**src/rtl/adc_display_pkg.sv**
```systemverilog
// Shared types and constants for the ADC voltage display: converter states,
// active-low seven-segment patterns and the BCD saturation limit.
package adc_display_pkg;

  typedef enum logic [1:0] {
    IDLE,
    SHIFT,
    DONE
  } conv_state_t;

  localparam logic [15:0] BCD_MAX = 16'd9999;

  // Active-low {g,f,e,d,c,b,a} patterns for digits 0-9.
  localparam logic [6:0] SEG_LUT [0:9] = '{
    7'h40, 7'h79, 7'h24, 7'h30, 7'h19,
    7'h12, 7'h02, 7'h78, 7'h00, 7'h10
  };

  function automatic logic [6:0] seg_decode(input logic [3:0] digit);
    if (digit <= 4'd9) return SEG_LUT[digit];
    return 7'h7F;
  endfunction

endpackage

```
**src/rtl/bin2bcd_serial.sv**
```systemverilog
// Serial double-dabble converter with a one-deep newest-wins request buffer.
// A conversion takes 16 cycles from load to the next possible load.
module bin2bcd_serial
  import adc_display_pkg::*;
(
  input  logic        clk,
  input  logic        reset,
  input  logic [15:0] i_data,
  input  logic        i_valid,
  output logic        o_busy,
  output logic [15:0] o_bcd,
  output logic [15:0] o_bcd_next,
  output logic        o_bcd_valid,
  output logic        o_overflow
);

  conv_state_t r_state, w_state_next;
  logic [13:0] r_bin;
  logic [15:0] r_scratch;
  logic [15:0] w_adj;
  logic [3:0]  r_cnt;
  logic        r_ovf_next;
  logic        r_pend_valid;
  logic [15:0] r_pend_data;
  logic [15:0] r_bcd;
  logic        r_bcd_valid;
  logic        r_overflow;
  logic        w_load;
  logic [15:0] w_load_data;

  // A fresh strobe in IDLE supersedes anything still pending.
  assign w_load      = (r_state == IDLE) && (i_valid || r_pend_valid);
  assign w_load_data = i_valid ? i_data : r_pend_data;

  always_comb begin
    w_state_next = r_state;
    case (r_state)
      IDLE:    if (w_load) w_state_next = SHIFT;
      SHIFT:   if (r_cnt == 4'd13) w_state_next = DONE;
      DONE:    w_state_next = IDLE;
      default: w_state_next = IDLE;
    endcase
  end

  always_comb begin
    w_adj = r_scratch;
    for (int unsigned i = 0; i < 4; i++) begin
      if (r_scratch[4*i +: 4] >= 4'd5) w_adj[4*i +: 4] = r_scratch[4*i +: 4] + 4'd3;
    end
  end

  always_ff @(posedge clk or negedge reset) begin
    if (!reset) r_state <= IDLE;
    else        r_state <= w_state_next;
  end

  always_ff @(posedge clk or negedge reset) begin
    if (!reset) begin
      r_bin       <= '0;
      r_scratch   <= '0;
      r_cnt       <= '0;
      r_ovf_next  <= 1'b0;
      r_bcd       <= '0;
      r_bcd_valid <= 1'b0;
      r_overflow  <= 1'b0;
    end else begin
      r_bcd_valid <= 1'b0;
      case (r_state)
        IDLE: if (w_load) begin
          r_bin      <= (w_load_data > BCD_MAX) ? BCD_MAX[13:0] : w_load_data[13:0];
          r_scratch  <= '0;
          r_ovf_next <= (w_load_data > BCD_MAX);
          r_cnt      <= '0;
        end
        SHIFT: begin
          {r_scratch, r_bin} <= {w_adj[14:0], r_bin, 1'b0};
          r_cnt              <= r_cnt + 4'd1;
        end
        DONE: begin
          r_bcd       <= r_scratch;
          r_overflow  <= r_ovf_next;
          r_bcd_valid <= 1'b1;
        end
        default: ;
      endcase
    end
  end

  always_ff @(posedge clk or negedge reset) begin
    if (!reset) begin
      r_pend_valid <= 1'b0;
      r_pend_data  <= '0;
    end else if (r_state == IDLE) begin
      if (w_load) r_pend_valid <= 1'b0;
    end else if (i_valid) begin
      r_pend_valid <= 1'b1;
      r_pend_data  <= i_data;
    end
  end

  assign o_busy      = (r_state != IDLE);
  assign o_bcd       = r_bcd;
  // Lets the scan pick up a result on the same edge it is published.
  assign o_bcd_next  = (r_state == DONE) ? r_scratch : r_bcd;
  assign o_bcd_valid = r_bcd_valid;
  assign o_overflow  = r_overflow;

endmodule

```
**src/rtl/adc_voltage_display.sv**
```systemverilog
// Millivolt-to-display top: BCD conversion plus a 4-digit common-anode scan
// showing V.VVV, with digit index 3 (leftmost) carrying the decimal point.
module adc_voltage_display
  import adc_display_pkg::*;
#(
  parameter int unsigned CLOCK_FREQ   = 100_000_000,
  parameter int unsigned REFRESH_FREQ = 1000
) (
  input  logic        clk,
  input  logic        reset,
  input  logic [15:0] data_in,
  input  logic        data_valid,
  output logic        busy,
  output logic [15:0] bcd_out,
  output logic        bcd_valid,
  output logic        overflow,
  output logic [6:0]  seg,
  output logic        dp,
  output logic [3:0]  an
);

  localparam int unsigned TICK_DIV = CLOCK_FREQ / REFRESH_FREQ;
  localparam int unsigned TW       = (TICK_DIV > 1) ? $clog2(TICK_DIV) : 1;
  localparam logic [TW-1:0] TICK_LAST = TW'(TICK_DIV - 1);

  logic [15:0]   w_bcd_next;
  logic [TW-1:0] r_tick_cnt;
  logic          w_tick;
  logic [1:0]    r_idx;
  logic [6:0]    r_seg;
  logic          r_dp;
  logic [3:0]    r_an;

  bin2bcd_serial u_conv (
    .clk         (clk),
    .reset       (reset),
    .i_data      (data_in),
    .i_valid     (data_valid),
    .o_busy      (busy),
    .o_bcd       (bcd_out),
    .o_bcd_next  (w_bcd_next),
    .o_bcd_valid (bcd_valid),
    .o_overflow  (overflow)
  );

  assign w_tick = (r_tick_cnt == TICK_LAST);

  always_ff @(posedge clk or negedge reset) begin
    if (!reset)      r_tick_cnt <= '0;
    else if (w_tick) r_tick_cnt <= '0;
    else             r_tick_cnt <= r_tick_cnt + 1'b1;
  end

  always_ff @(posedge clk or negedge reset) begin
    if (!reset) begin
      r_idx <= 2'd0;
      r_seg <= 7'h7F;
      r_dp  <= 1'b1;
      r_an  <= 4'hF;
    end else if (w_tick) begin
      r_an  <= ~(4'b0001 << r_idx);
      r_seg <= seg_decode(w_bcd_next[{r_idx, 2'b00} +: 4]);
      r_dp  <= (r_idx != 2'd3);
      r_idx <= r_idx + 2'd1;
    end
  end

  assign seg = r_seg;
  assign dp  = r_dp;
  assign an  = r_an;

endmodule

```
**config.mk**
```make
export PLATFORM = sky130hd
export DESIGN_NAME = adc_voltage_display
export DESIGN_NICKNAME = d
export VERILOG_FILES = /design/src/rtl/adc_display_pkg.sv /design/src/rtl/bin2bcd_serial.sv /design/src/rtl/adc_voltage_display.sv
export SDC_FILE = /design/constraint.sdc
export NUM_CORES = 1
export LEC_CHECK = 0
export ABC_AREA = 1
export CAP_MARGIN = 20
export CORE_ASPECT_RATIO = 0.6
export CORE_MARGIN = 1
export CORE_UTILIZATION = 45
export CTS_BUF_LIST = sky130_fd_sc_hd__clkbuf_2 sky130_fd_sc_hd__clkbuf_4 sky130_fd_sc_hd__clkbuf_8
export CTS_CLUSTER_SIZE = 40
export DETAILED_ROUTE_END_ITERATION = 8
export GPL_TIMING_DRIVEN = 0
export PLACE_DENSITY_LB_ADDON = 0.05
export SKIP_LAST_GASP = 1
export SYNTH_ARGS = -nofsm -noshare
export SYNTH_HDL_FRONTEND = slang
export SYNTH_SLANG_ARGS = --single-unit
```
**constraint.sdc**
```tcl
create_clock -name clk -period 4.7 [get_ports clk]
set_clock_uncertainty 0.15 [all_clocks]
set_input_delay 1.175 -clock clk [delete_from_list [all_inputs] [get_ports clk]]
set_output_delay 1.175 -clock clk [all_outputs]
set_load 0.02 [all_outputs]
```
Word-level counts from Yosys, hierarchy flattened
Memories as Yosys holds them, arrays and structs flattened.
Cells that the tools add are included.

word-level totals
  bits in registers = 103
  ROM bits = 112
  input bits = 19
  output and inout port bits = 31
  word-level logic and storage cells = 78
  memories = 1

memory list
  memory            depth  width  rd ports  clocked after memory_dff  write ports  RTL line               text
  (name not given)  16     7      1         0                         0            adc_display_pkg.sv:20  if (digit <= 4'd9) return SEG_LUT[digit];

operators by class
  add/sub/neg operators = 7
  magnitude comparators = 7
  eq/ne operators = 7
  shift-type cells = 2
  multiplexer cells = 27
  bitwise logic cells = 2
  reduce and logical (&&, ||, !) cells = 10

operators with widths
  operator               number
  $mux 16                3
  $pmux 16 s2            1
  $mux 14                2
  $mux 7                 4
  $pmux 14 s2            1
  $add 17x1->17 const B  1
  $eq 17x17->1 const B   1
  $mux 17                1
  $ge 4x3->1 const B     4
  $gt 16x14->1 const B   1
  $mux 4                 4
  $shiftx 16x5->4        1
  $add 4x2->4 const B    3
  $pmux 4 s2             1
  $reduce_and 2->1       4
  $mux 1                 6
  $reduce_bool 2->1      3
  $ge 5x5->1 const B     1
  $not 4->5              1
  $add 4x1->4 const B    1
  $eq 4x4->1 const B     1
  $le 4x4->1 const B     1
  $mux 2                 2
  $ne 2x1->1 const B     2
  other kinds (12)       12

Logic depth before layout (Yosys ltp)
Gate-level depths: netlist (run 1).

  depth in word-level cells = 9
  gate-level depth with buffers = 16
  mapped depth without buffers = 16

Cells and area by module
Synthesis (run 1) repeated with hierarchy kept, for this count alone.

second synthesis, totals
  cell total of the unflattened synthesis = 709
  area total of the unflattened synthesis = 5580.4 µm²

by module, submodules not included
  module               instances  cells each  area an instance (µm²)  sequential area each (µm²)
  bin2bcd_serial       1          453         3594.7                  1801.7
  adc_voltage_display  1          256         1985.7                  764.5

Worst setup path before layout (run 1)
No wires, ideal clock.

  path type = input port to flip-flop
  start = input port data_valid
  end = register u_conv.r_bin[2]
  library setup time = 0.131 ns
  arrival time = 2.285 ns
  required time = 4.419 ns
  slack = 2.133 ns
  cell stages on the path = 9
  buffers on the path = 2
  cells stage by stage = buf_6 > or2_2 > o21ai_0 > nand2_1 > a21oi_2 > buf_4 > nand3_1 > nand2_1 > o21ai_0

on the way
  word-level cells in the longest chain between the ends = 5
  elaborated cells on any way between the ends = 9
  classes of those cells = order compare (1); eq/ne (1); mux (4); reduce/logical (3)

ends and longest elaborated chain
  what                  RTL line                   text
  from (decl)           adc_voltage_display.sv:12  input logic data_valid,
  $mux 16               --
  $gt 16x14->1          bin2bcd_serial.sv:70       r_bin <= (w_load_data > BCD_MAX) ? BCD_MAX[13:0] : w_load_data[13:0];
  $mux 14               bin2bcd_serial.sv:70
  $mux 14               bin2bcd_serial.sv:69       IDLE: if (w_load) begin
  $pmux 14 s2           bin2bcd_serial.sv:68       case (r_state)
  to (signal assigned)  bin2bcd_serial.sv:70
  to (signal assigned)  bin2bcd_serial.sv:76       {r_scratch, r_bin} <= {w_adj[14:0], r_bin, 1'b0};
  to (decl)             bin2bcd_serial.sv:18       logic [13:0] r_bin;

Parallel ways exist; a longest one is shown, timed or not. The select of a mux whose other input is x is not followed.
A chain may end at the register's enable or synchronous reset.

Final worst setup path (run 1)
  start = register u_conv.r_state[1]
  end = output port busy

on the way
  word-level cells in the longest chain between the ends = 1

ends and longest elaborated chain
  what                    RTL line                   text
  from (decl)             bin2bcd_serial.sv:17       conv_state_t r_state, w_state_next;
  from (signal assigned)  bin2bcd_serial.sv:54       else r_state <= w_state_next;
  $reduce_bool 2->1       bin2bcd_serial.sv:101      assign o_busy = (r_state != IDLE);
  to (decl)               adc_voltage_display.sv:13  output logic busy,

No other way between the ends.

==> flow_metrics.py, run 1 <==
metrics = {
    "sta": {
        "rsz0062_at_grt": "no",
        "fin_crit_ns": 3.55,
        "hold_slack_ns": 0.316,
        "finalMaxSlewViolations": 0,
        "tightest_slew_ns": 0.595,
        "timing.slew.headroom": 0.599,
        "setup_viol": 0,
        "setup_ws_ns": 1.15,
        "hold_violations": 0,
        "timing.fmax_ghz": 0.282,
        "final.period_utilization": 0.755,
    },
    "synthesis": {
        "syn_area_per_cell_um2": 7.86,
        "async_flop_share": 1.00,
        "ys_types": 34,
        "ys_ff_latch": 102,
        "seq_area_frac_synth": 0.478,
        "ys.flop_type": "dfrtp_1",
        "synth_top_family_by_area": "simple AND/OR/NAND/NOR gates",
        "synth_fp_nets": 721,
        "synth_edf_count": 0,
        "muxShareOfSynthArea": 0,
        "synth-simple-area-share": 0.245,
        "synth-compound-area-share": 0.119,
        "synthAdderAreaFrac": 0.0467,
        "synth_cells": 682,
        "synthesis.yosys.warnings": 0,
        "synth-xor-area-share": 0.0163,
        "synth_area_um2": 5360,
    },
    "layout": {
        "utilization": 0.550,
        "fin_area_um2": 6290,
        "diodes": 0,
        "syn_to_final_growth_pct": 17.3,
        "drive_above_1_share": 0.0736,
        "nNetsFinal": 781,
    },
    "routing": {
        "vias": 4667,
        "postRouteAntennaNets": 0,
        "wirelength_mm": 13.2,
        "vias_per_cell": 5.15,
        "drt_first_pass_iters": 5,
        "wire_per_inst_um": 14.6,
        "drt-initial-drc-count": 299,
        "drc": 0,
    },
    "grt": {
        "grt.overflow.total": 0,
        "grt_pass1_wl_mm": 21.9,
        "grt_max_degree": 64,
        "antenna_found_initial": 0,
        "grtUsageTotal": 0.233,
        "first_global_vias": 4329,
    },
    "cts": {
        "cts.sinks": 102,
        "cts_tree": "built",
        "clockBufferDepth": 2,
        "numCtsBuffers": 9,
        "ctsResizeCount": 0,
        "root_buffer": "clkbuf_8",
        "clkTransAtPathRegs_ns": 0.10,
        "h-tree-depth": 3,
        "clk_latency_ns": 0.38,
        "cts_hold_buf": 0,
        "cts_setup_buffers": 0,
    },
    "die": {
        "start_util": 0.469,
        "die_area_um2": 12400,
        "die-width_um": 143,
        "pin_count": 50,
        "num_rows": 30,
        "core_area_um2": 11400,
        "die_h_um": 86.6,
    },
    "critical_path": {
        "reg2reg_depth": 11,
        "cp.arrival_ns": 2.22,
        "end_kind": "primary output",
        "rrSetupSlack_ns": 1.87,
        "worstSetupPathType": "reg -> out",
        "crit_start": "u_conv.r_state[1]",
        "cp-start-kind": "register",
        "worstPathMaxFanout": 10,
        "r2r-start": "r_idx[0]",
        "worstReg2RegEnd": "seg[1]",
        "required_ns": 3.38,
    },
    "power_and_ir_drop": {
        "power.density_nw_per_um2": 571,
        "power.internal_w": 0.00208,
        "p_seq_frac": 0.371,
        "ir_worst_vdd_mv": 0.276,
        "p_leak_nw": 3.03,
        "power_switching_w": 0.00152,
        "switching_share": 0.423,
        "p_clk_frac": 0.175,
        "power.total_w": 0.00359,
        "p_comb_frac": 0.454,
    },
    "worst_hold_path": {
        "worstHoldStart": "r_tick_cnt[0]",
        "min_to": "r_tick_cnt[0]",
        "hold_path_class": "reg -> reg",
        "holdPathStages": 1,
    },
    "place": {
        "hpwl_mm": 9.77,
        "dp_slack_ns": 1.55,
        "place.port_buffers": 48,
        "gp_congestion": 0.856,
        "placed_cell_area_um2": 6070,
    },
    "flow_run": {
        "cap_violations": 0,
    },
    "outcome": {
        "outcome": "finished clean",
    },
}
[cell usage in the layout (no fill, tap or decap), types with 8 or more instances in the layout]
cell / count
a21oi_1: 19
buf_2: 8
clkbuf_1: 10
clkbuf_8: 10
clkdlybuf4s50_1: 47
dfrtp_1: 91
dfstp_2: 11
ha_1: 20
inv_1: 97
nand2_1: 162
nand3_1: 70
nor2_1: 53
o21ai_0: 75
xor2_1: 10
[Yosys cell counts, types with 6 or more instances]
| library cell | instances | area share |
|---|---|---|
| o21ai_0 | 75 | 0.070 |
| xor2_1 | 10 | 0.016 |
| inv_1 | 97 | 0.068 |
| a21oi_1 | 19 | 0.018 |
| dfstp_2 | 11 | 0.054 |
| nor2_1 | 53 | 0.037 |
| clkbuf_1 | 10 | 0.0070 |
| nand4_1 | 7 | 0.0082 |
| or2_2 | 6 | 0.0070 |
| buf_2 | 8 | 0.0075 |
| nand3_1 | 70 | 0.065 |
| o22ai_1 | 7 | 0.0082 |
| ha_1 | 20 | 0.047 |
| dfrtp_1 | 91 | 0.42 |
| nand2_1 | 162 | 0.11 |
| nor3_1 | 6 | 0.0056 |
[area by class of cell]
class                   instances  area (µm²)
plain buffers                  25         134
repair buffers                 49         505
flip-flops and latches        102        2570
well taps                     160         200
inverters                      99         372
clock inverters                 4        70.1
fillers                      1056        5160
multi-input cells             456        2290
clock buffers                  12         153
[through the flow]
stage	TNS, ns	cells
final	0	907
after global routing	0	907
after CTS	0	907
after detailed placement	0	891
after global placement	-164.16	890
after floorplan	0	682
[power groups by stage]
stage	sequential, W	combinational [W]	clock, W
final	0.00133	0.00163	0.000629
after global routing	0.00137	0.00185	0.000683
after CTS	0.00133	0.00163	0.000651
after detailed placement	0.00135	0.00162	0
after global placement	0.00134	0.00158	0
after floorplan	0.00139	0.00103	0
[per-layer routing]
layer / up-vias / routed length, µm / GRT usage
li1: 2311 / - / -
met1: 2226 / 7140 / 0.364
met2: 118 / 5210 / 0.324
met3: 12 / 760 / 0.0453
met4: 0 / 121 / 0.0596
met5: - / 0 / 0
[flip-flops by register name (all words and copies together), names as in the netlist]
name                 count
an                       3
dp                       1
r_idx                    2
r_tick_cnt              17
seg                      7
u_conv.o_bcd            16
u_conv.o_bcd_valid       1
u_conv.o_overflow        1
u_conv.r_bin            14
u_conv.r_cnt             4
u_conv.r_ovf_next        1
u_conv.r_pend_data      16
u_conv.r_pend_valid      1
u_conv.r_scratch        16
u_conv.r_state           2
[critical path: stages (launching register included)]
cell,delay (ns)
dfrtp_1,0.45
nor2_1,0.46
inv_1,0.11
clkbuf_1,0.23
clkdlybuf4s50_1,0.59
[cells by family (layout without fill, tap and decap cells)]
| family | after synthesis | after routing |
|---|---|---|
| simple gates | 310 | 310 |
| flops | 102 | 102 |
| xor+xnor | 10 | 10 |
| compound gates | 116 | 116 |
| buf+inv | 124 | 189 |
| fa+ha+maj | 20 | 20 |
[worst max path at each step]
stage	end	slack (ns)	depth (start not counted)
2_1_floorplan	u_conv.r_bin[2]	2.13	9
3_3_place_gp	u_conv.o_bcd[14]	-1.76	1
3_5_place_dp	busy	1.55	4
4_1_cts	busy	1.12	4
5_1_grt	busy	0.99	4
6_report	busy	1.15	4
Note: power is estimated with default switching activity, not from simulation.
==> run 2, diff against run 1 <==
- clock period: 4.7 -> 3 ns (I/O delays scaled with it)
==> flow_metrics.py, run 2 (synthesis results as in run 1) <==
metrics = {
    "routing": {
        "wl_met1_mm": 7.12,
        "drc": 0,
        "wirelength_mm": 13.2,
        "top_layer_used": "met4",
        "wire_per_inst_um": 14.6,
        "drt-initial-drc-count": 306,
        "postRouteAntennaNets": 0,
        "drt_first_pass_iters": 5,
        "vias_per_cell": 5.11,
        "route.met2.wl_mm": 5.21,
        "dr_wl_met3_um": 748,
        "vias": 4621,
    },
    "grt": {
        "antenna_found_initial": 0,
        "grt_max_degree": 64,
        "grt_pass1_wl_mm": 21.9,
        "first_global_vias": 4329,
        "grt.overflow.total": 0,
        "grtUsageTotal": 0.233,
    },
    "critical_path": {
        "endpoint": "busy",
        "cp.arrival_ns": 1.89,
        "rrSetupSlack_ns": 0.33,
        "r2r-start": "u_conv.r_state[1]",
        "reg2reg_depth": 12,
        "worstReg2RegEnd": "seg[1]",
        "end_kind": "primary output",
        "required_ns": 2.10,
        "worstPathMaxFanout": 11,
        "cp-start-kind": "register",
        "worstSetupPathType": "reg -> out",
        "crit_start": "u_conv.r_state[1]",
    },
    "cts": {
        "numCtsBuffers": 9,
        "cts.sinks": 102,
        "clkTransAtPathRegs_ns": 0.09,
        "cts_setup_buffers": 0,
        "clockBufferDepth": 2,
        "h-tree-depth": 3,
        "clk_latency_ns": 0.38,
        "cts_tree": "built",
        "ctsResizeCount": 2,
        "cts_hold_buf": 0,
        "root_buffer": "clkbuf_8",
    },
    "layout": {
        "syn_to_final_growth_pct": 17.3,
        "diodes": 0,
        "final_cells": 905,
        "largest_reg_flops": 17,
        "fin_area_um2": 6290,
        "mostFrequentLayoutCells": "nand2_1, inv_1, dfrtp_1",
        "drive_above_1_share": 0.0752,
        "top_register": "r_tick_cnt",
        "utilization": 0.550,
        "layout_commonest_cell": "nand2_1",
        "nNetsFinal": 779,
    },
    "sta": {
        "tightest_slew_ns": 0.595,
        "setup_viol": 0,
        "timing.slew.headroom": 0.599,
        "final.period_utilization": 0.932,
        "rsz0062_at_grt": "no",
        "finalMaxSlewViolations": 0,
        "setup_ws_ns": 0.205,
        "fin_crit_ns": 2.79,
        "hold_violations": 0,
        "timing.fmax_ghz": 0.358,
        "hold_slack_ns": 0.200,
    },
    "outcome": {
        "outcome": "finished clean",
    },
    "power_and_ir_drop": {
        "power.density_nw_per_um2": 896,
        "ir_worst_vdd_mv": 0.431,
        "p_leak_nw": 3.03,
    },
    "die": {
        "core_area_um2": 11400,
        "die-width_um": 143,
        "start_util": 0.469,
        "pin_count": 50,
        "die_area_um2": 12400,
        "die_h_um": 86.6,
        "num_rows": 30,
    },
    "worst_hold_path": {
        "hold_path_class": "in -> async",
    },
    "place": {
        "dp_cells": 891,
        "placed_cell_area_um2": 6070,
        "gp_congestion": 0.856,
        "dp_slack_ns": 0.201,
        "place.port_buffers": 48,
        "hpwl_mm": 9.77,
    },
    "flow_run": {
        "cap_violations": 0,
    },
}
-- run 2: changes by cell type in the layout (fill, tap and decap cells not counted) --
cell,delta
nor2_4,+1
nor2_1,-1
buf_1,-1
clkbuf_1,-1
-- run 2: how the worst min path moves through the flow --
stage	startpoint	endpoint	slack, ns
after floorplan	r_tick_cnt[0]	r_tick_cnt[0]	0.28
after global placement	r_tick_cnt[0]	r_tick_cnt[0]	0.30
after detailed placement	r_tick_cnt[0]	r_tick_cnt[0]	0.31
after CTS	reset	u_conv.r_pend_data[0]	0.20
after global routing	reset	u_conv.r_pend_data[6]	0.23
final	reset	u_conv.r_pend_data[5]	0.20
-- run 2: layout make-up --
| cell class | instances | area, µm² |
|---|---|---|
| clock buffer | 12 | 153 |
| fill | 1056 | 5160 |
| sequential | 102 | 2570 |
| tap | 160 | 200 |
| inverter | 99 | 372 |
| buffer | 23 | 126 |
| timing repair buffer | 49 | 505 |
| multi-input combinational | 456 | 2300 |
| clock inverter | 4 | 70.1 |
-- run 2: worst max-delay path: stages (launching register included) --
cell             delay (ns)
dfrtp_1                0.49
nor2_4                 0.11
inv_1                  0.25
clkdlybuf4s50_1        0.66
-- run 2: through the flow --
stage	total power [W]	setup TNS (ns)
final	0.00564	0
after detailed placement	0.00465	0
after CTS	0.00567	0
after floorplan	0.00379	0
after global routing	0.00612	0
after global placement	0.00457	-294.21
-- run 2: layer usage --
| layer | track usage | up-vias |
|---|---|---|
| met5 | 0 | - |
| met4 | 0.0596 | 0 |
| met3 | 0.0453 | 12 |
| met2 | 0.324 | 117 |
| met1 | 0.364 | 2181 |
| li1 | - | 2311 |
-- run 2: power by group --
part | leakage, nW | switching (W) | internal (W)
Combinational | 1.65 | 0.00164 | 0.000919
Clock | 0.117 | 0.000478 | 0.000510
Sequential | 1.27 | 0.000272 | 0.00182
Total | 3.03 | 0.00239 | 0.00325
==> run 3, diff against run 2 <==
- CTS_CLUSTER_SIZE: 40 -> 20
- HOLD_SLACK_MARGIN: default -> 0.1
==> results of run 3 <==
No change in the layout: final DEF, timing and power equal those of run 2.
